### src/rtl/la_wb_master.sv
// la_wb_master: Wishbone classic initiator; cmd valid/ready in -> one bus cycle with ack timeout -> rsp valid/ready out, plus txn/err counters
module la_wb_master #(
  parameter int TIMEOUT = 16
) (
  input  logic        wb_clk_i,
  input  logic        wb_rst_i,
  input  logic        cmd_valid,
  output logic        cmd_ready,
  input  logic        cmd_we,
  input  logic [31:0] cmd_adr,
  input  logic [31:0] cmd_dat,
  input  logic [3:0]  cmd_sel,
  output logic        rsp_valid,
  input  logic        rsp_ready,
  output logic [31:0] rsp_dat,
  output logic        rsp_err,
  output logic        wbm_cyc_o,
  output logic        wbm_stb_o,
  output logic        wbm_we_o,
  output logic [31:0] wbm_adr_o,
  output logic [31:0] wbm_dat_o,
  output logic [3:0]  wbm_sel_o,
  input  logic        wbm_ack_i,
  input  logic [31:0] wbm_dat_i,
  output logic [15:0] txn_count,
  output logic [7:0]  err_count
);
  typedef enum logic [1:0] {IDLE, BUS, RESP} state_t;
  state_t state, state_n;
  logic [7:0] tcnt;
  logic ack, tout;
  assign cmd_ready = state == IDLE;
  assign rsp_valid = state == RESP;
  always_comb begin
    ack = state == BUS && wbm_ack_i;
    tout = state == BUS && !wbm_ack_i && tcnt == 8'(TIMEOUT - 1);
    state_n = (state == IDLE && cmd_valid) ? BUS :
              (ack || tout) ? RESP :
              (state == RESP && rsp_ready) ? IDLE : state;
  end
  always_ff @(posedge wb_clk_i) begin
    if (wb_rst_i) begin
      state <= IDLE;
      tcnt <= '0;
      rsp_dat <= '0;
      rsp_err <= 1'b0;
      wbm_cyc_o <= 1'b0;
      wbm_stb_o <= 1'b0;
      wbm_we_o <= 1'b0;
      wbm_adr_o <= '0;
      wbm_dat_o <= '0;
      wbm_sel_o <= '0;
      txn_count <= '0;
      err_count <= '0;
    end else begin
      state <= state_n;
      if (state == IDLE && cmd_valid) begin
        wbm_cyc_o <= 1'b1;
        wbm_stb_o <= 1'b1;
        wbm_we_o <= cmd_we;
        wbm_adr_o <= cmd_adr;
        wbm_dat_o <= cmd_dat;
        wbm_sel_o <= cmd_sel;
        tcnt <= '0;
      end
      if (ack) begin
        rsp_dat <= wbm_we_o ? '0 : wbm_dat_i;
        rsp_err <= 1'b0;
        txn_count <= txn_count + 16'd1;
        wbm_cyc_o <= 1'b0;
        wbm_stb_o <= 1'b0;
      end else if (tout) begin
        rsp_dat <= '0;
        rsp_err <= 1'b1;
        err_count <= err_count + {7'd0, err_count != 8'hFF};
        wbm_cyc_o <= 1'b0;
        wbm_stb_o <= 1'b0;
      end else if (state == BUS) begin
        tcnt <= tcnt + 8'd1;
      end
    end
  end
endmodule

### config.mk
export PLATFORM = sky130hd
export DESIGN_NAME = la_wb_master
export DESIGN_NICKNAME = d
export VERILOG_FILES = /design/src/rtl/la_wb_master.sv
export SDC_FILE = /design/constraint.sdc
export NUM_CORES = 1
export LEC_CHECK = 0
export CORE_ASPECT_RATIO = 1.4
export CORE_UTILIZATION = 41
export DETAILED_ROUTE_END_ITERATION = 8
export PLACE_DENSITY = 0.86
export SLEW_MARGIN = 40
export SYNTH_ARGS = -nofsm -noshare
export SYNTH_HDL_FRONTEND = slang
export SYNTH_SLANG_ARGS = --single-unit
### constraint.sdc
create_clock -name wb_clk_i -period 2.43 [get_ports wb_clk_i]
set_input_delay 0.243 -clock wb_clk_i [delete_from_list [all_inputs] [get_ports wb_clk_i]]
set_output_delay 0.243 -clock wb_clk_i [all_outputs]
set_load 0.02 [all_outputs]
### Yosys cells after proc, flatten, opt, wreduce, memory -nomap -nowiden

Index checks and enable logic that the tools add are counted.

* input bits: 106
* flip-flop bits (word level): 137

* multiplexer cells: 10
* reduce and logical (&&, ||, !) cells: 15
* bitwise logic cells: 1
* equal/unequal tests: 4
* add/sub/neg operators: 3

Operators by type and width (count)
* two-way mux 32 bit: 3
* two-way mux 8 bit: 4
* adder 16 x 1 -> 16 bit (second input constant): 1
* adder 8 x 1 -> 8 bit: 1
* adder 8 x 1 -> 8 bit (second input constant): 1
* == test 8 x 4 -> 1 bit (second input constant): 1
* inequality test 8 bit (second input constant): 1
* logical AND 1 bit: 5
* two-way mux 2 bit: 2
* nonzero test 2 bit: 2
* OR reduction 2 bit: 2
* nonzero test 3 bit: 1
* OR reduction 3 bit: 1
* == test 2 x 1 -> 1 bit (second input constant): 1
* == test 2 bit (second input constant): 1
* zero test 2 bit: 1
* AND reduction 2 bit: 1
* zero test 1 bit: 1
* logical OR 1 bit: 1
* two-way mux 1 bit: 1
* NOT 1 bit: 1

### Depth between registers and ports, before layout

* depth after elaboration: 6
* mapped depth: 9

### Worst setup path before layout

No wires, ideal clock.

* path kind: flip-flop to flip-flop
* start point: reg state[1]
* end point: reg err_count[7]
* stages on the path, launching flop included: 7
* slack: 0.449 ns
* arrival time: 1.922 ns
* buffers on the path: 2
* clock period less this slack: 1.981 ns
* cells stage by stage: dfxtp_1 buf_6 or3b_1 buf_2 or4_4 or4_1 nand2_1

* longest elaborated chain between the ends: 4
* elaborated cells on any way between the ends: 6
* those cells by class: eq/ne (1); bitwise (1); reduce/logical (4)

Ends and longest elaborated chain
* start: declaration: line 29 `state_t state, state_n;`
* start signal: assignment: line 56 `state <= state_n;`
* == test 2 x 1 -> 1 bit *: line 35, 36
* logical AND 1 bit, on equally long branches: line 36, 35
* logical AND 1 bit / NOT 1 bit (equally long branches)
* AND reduction 2 bit (no line) *
* end signal: assignment: line 75 `err_count <= err_count + {7'd0, err_count != 8'hFF};`
* end: declaration: line 26 `output logic [7:0] err_count`

Every way passes the cells marked *; elsewhere a longest branch is shown, timed or not.
A chain may end at the register's enable or synchronous reset.

### Worst setup path after layout

* start point: reg tcnt[4]
* end point: reg err_count[7]

* longest elaborated chain between the ends: 3

Ends and longest elaborated chain
* start: declaration: line 30 `logic [7:0] tcnt;`
* start signal: assignment: line 79 `tcnt <= tcnt + 8'd1;`
* == test 8 x 4 -> 1 bit: line 36 `tout = state == BUS && !wbm_ack_i && tcnt == 8'(TIMEOUT - 1);`
* logical AND 1 bit: line 36
* AND reduction 2 bit (no line)

Every way passes these cells.

==> results_dict.tcl <==
set metrics [dict create \
    status "finished clean" \
    synth_compound_area_frac 0.161 \
    slew_headroom 0.530 \
    postCtsHoldBufs 0 \
    holdCritPathClass "in2reg" \
    rsz0062_at_grt "no" \
    grt.overflow.total 0 \
    initialDrtViolationCount 131 \
    timing.final.hold_violations 0 \
    ios 236 \
    dp_cells 931 \
    die_h_um 133 \
    cp_max_fo 7 \
    cts_buffers 17 \
    port_buffers 235 \
    start_kind "flop" \
    ys_seq_area_frac 0.546 \
    synth_enable_flop_cells 0 \
    timing.rr.end "err_count[7]" \
    setup_viol 0 \
    tns_ps 0 \
    drt-wirelength-per-cell_um 16.1 \
    fp.dieW_um 95.6 \
    synthSimpleGateAreaFrac 0.219 \
    cts_tree "yes" \
    ys.flop_type "dfxtp_1" \
    drv_slew 0 \
    clk_latency_ps 410 \
    min_from "wb_rst_i" \
    maxCapViolations 0 \
    cts_resized 0 \
    hold_depth 2 \
    worst_pin_slew_ps 699 \
    async_flop_share 0 \
    via_count 5053 \
    fmaxAchievable_mhz 480 \
    r2r_slack_ps 350 \
    syn_area_um2 5020 \
    cts-root-buf "clkbuf_16" \
    fp.dieArea_um2 12700 \
    skew_ps 13.9 \
    synthToLayoutAreaGrowth_pct 62.7 \
    htreeDepth 4 \
    avgSynthCellArea_um2 8.71 \
    cp.arrival_ps 2430 \
    holdPathEnd "txn_count[9]" \
    rows 47 \
    path_clk_slew_ps 60 \
    ys.warnings.count 0 \
    wl_um 15500 \
    postRouteAntennaNets 0 \
    vias_per_cell 5.25 \
    grt_max_degree 72 \
    grtUsageTotal 0.247 \
    p_total_uw 6100 \
    crit_type "reg2reg" \
    gp_congestion 0.796 \
    p_leak_uw 0.00301 \
    grt_pass1_wl_um 24100 \
    muxShareOfSynthArea 0.00847 \
    min_period_over_period 0.857 \
    cp.required_ps 2780 \
    r2r_cells 4 \
    first_global_vias 4926 \
    layout-drive-gt1-share 0.0662 \
    power_density_nw_per_um2 746 \
    dp_hpwl_um 10800 \
    synth_top_family_by_area "simple AND/OR/NAND/NOR gates" \
    instances_no_fill 963 \
    synthAdderAreaFrac 0.00996 \
    antenna_found_initial 0 \
    core_um2 11900 \
    nets 913 \
    cts_setup_buffers 0 \
    initial_core_util 0.423 \
    cts.sinks 137 \
    synth_xor_area_frac 0.0209 \
    reg2reg_from "tcnt[4]" \
    firstDrtPassIters 4 \
    ys_types 44 \
    drc 0 \
    syn-num-nets 687 \
    clock_path_buffers 2 \
    holdWs_ps 336 \
    critPathCaptureType "flop" \
    diodes 0 \
    synth_cells 577 \
    fin_crit_ps 2080 \
    peakVddDrop_mv 0.481 \
    synth-seq-cells 137 \
]
[cells by family after synthesis]
kind of cell             after synthesis
buffers and inverters                 43
multiplexers                           4
flip-flops                           137
adder cells (fa/ha/maj)                4
AO/OA/AOI/OAI                        133
AND/OR/NAND/NOR                      244
XOR/XNOR                              12
[synthesized netlist by cell type (2+ instances only)]
| library cell | n | area [um^2] |
|---|---|---|
| a21oi_1 | 85 | 425 |
| a22o_1 | 32 | 280 |
| a31oi_1 | 2 | 12.5 |
| and2_1 | 2 | 12.5 |
| and3_1 | 3 | 18.8 |
| and4_1 | 2 | 17.5 |
| buf_1 | 4 | 15.0 |
| buf_4 | 2 | 15.0 |
| clkbuf_1 | 33 | 124 |
| dfxtp_1 | 137 | 2740 |
| ha_1 | 4 | 50.1 |
| inv_1 | 2 | 7.51 |
| mux2_2 | 2 | 22.5 |
| mux2i_1 | 2 | 20.0 |
| nand2_1 | 153 | 574 |
| nand2b_1 | 2 | 12.5 |
| nand3_1 | 16 | 80.1 |
| nand3b_1 | 2 | 15.0 |
| nand4_1 | 7 | 43.8 |
| nor2_1 | 22 | 82.6 |
| nor2b_1 | 4 | 25.0 |
| nor3_1 | 6 | 30.0 |
| nor4_1 | 4 | 25.0 |
| o21ai_0 | 7 | 35.0 |
| o31ai_1 | 3 | 22.5 |
| or3_1 | 7 | 43.8 |
| or4_1 | 5 | 37.5 |
| xnor2_1 | 8 | 70.1 |
| xor2_1 | 4 | 35.0 |
[layout make-up]
type	instances	area, um^2
multi-input cells	397	2120
well taps	147	184
clock inverters	11	194
clock buffers	21	460
repair buffers	248	2470
flip-flops and latches	137	2740
inverters	2	7.51
fillers	905	3700
[metrics by stage]
step / util / cell area, um^2 / worst slack [ps]
2_1_floorplan: - / 5020 / 449
3_3_place_gp: 0.633 / 7520 / 246
3_5_place_dp: 0.633 / 7520 / 233
4_1_cts: 0.688 / 8180 / 361
5_1_grt: 0.688 / 8180 / 276
6_report: 0.688 / 8180 / 347
[state kept, by name (all words and copies together) (netlist names)]
name,count
err_count,8
rsp_dat,32
rsp_err,1
state,2
tcnt,8
txn_count,16
wbm_adr_o,32
wbm_dat_o,32
wbm_sel_o,4
wbm_stb_o,1
wbm_we_o,1
[report_power, final]
part	switching [uW]	internal (uW)	total, uW
Clock	956	1880	2830
Combinational	420	424	845
Sequential	64.9	2360	2420
[critical path, stage by stage (launching register included)]
cell,delay [ps]
dfxtp_1,360
or4_1,620
or4_4,550
or4_1,420
nand2_1,80
[how the worst max path moves through the flow]
stage	slack [ps]	depth (start not counted)	to	start
2_1_floorplan	450	6	err_count[7]	state[1]
3_3_place_gp	250	5	err_count[5]	wbm_ack_i
3_5_place_dp	230	7	rsp_dat[22]	wbm_ack_i
4_1_cts	360	4	err_count[5]	tcnt[4]
5_1_grt	280	4	err_count[7]	tcnt[4]
6_report	350	4	err_count[7]	tcnt[4]
[layer usage]
metal,part of all wire,GRT usage,up-vias
met1,0.37,0.258,2387
met2,0.54,0.436,198
li1,-,-,2428
met5,0,0,-
met4,0.035,0.133,0
met3,0.058,0.0707,40
[cells in the final DEF, fill, tap and decap left out, types with 3 or more instances in the layout]
cell type        count
nand3_1             16
xor2_1               4
nor2_1              22
clkdlybuf4s50_1    234
a21oi_1             85
xnor2_1              8
dfxtp_1            137
buf_4               12
clkinv_4             3
or4_1                5
clkbuf_16           17
o31ai_1              3
nand2_1            153
o21ai_0              7
a22o_1              32
nor3_2               3
nor2b_1              4
bufinv_16            5
or3_1                7
nor3_1               4
and3_1               3
ha_1                 4
nor4_1               4
nand4_1              7
Note: power is estimated with default switching activity, not from simulation.
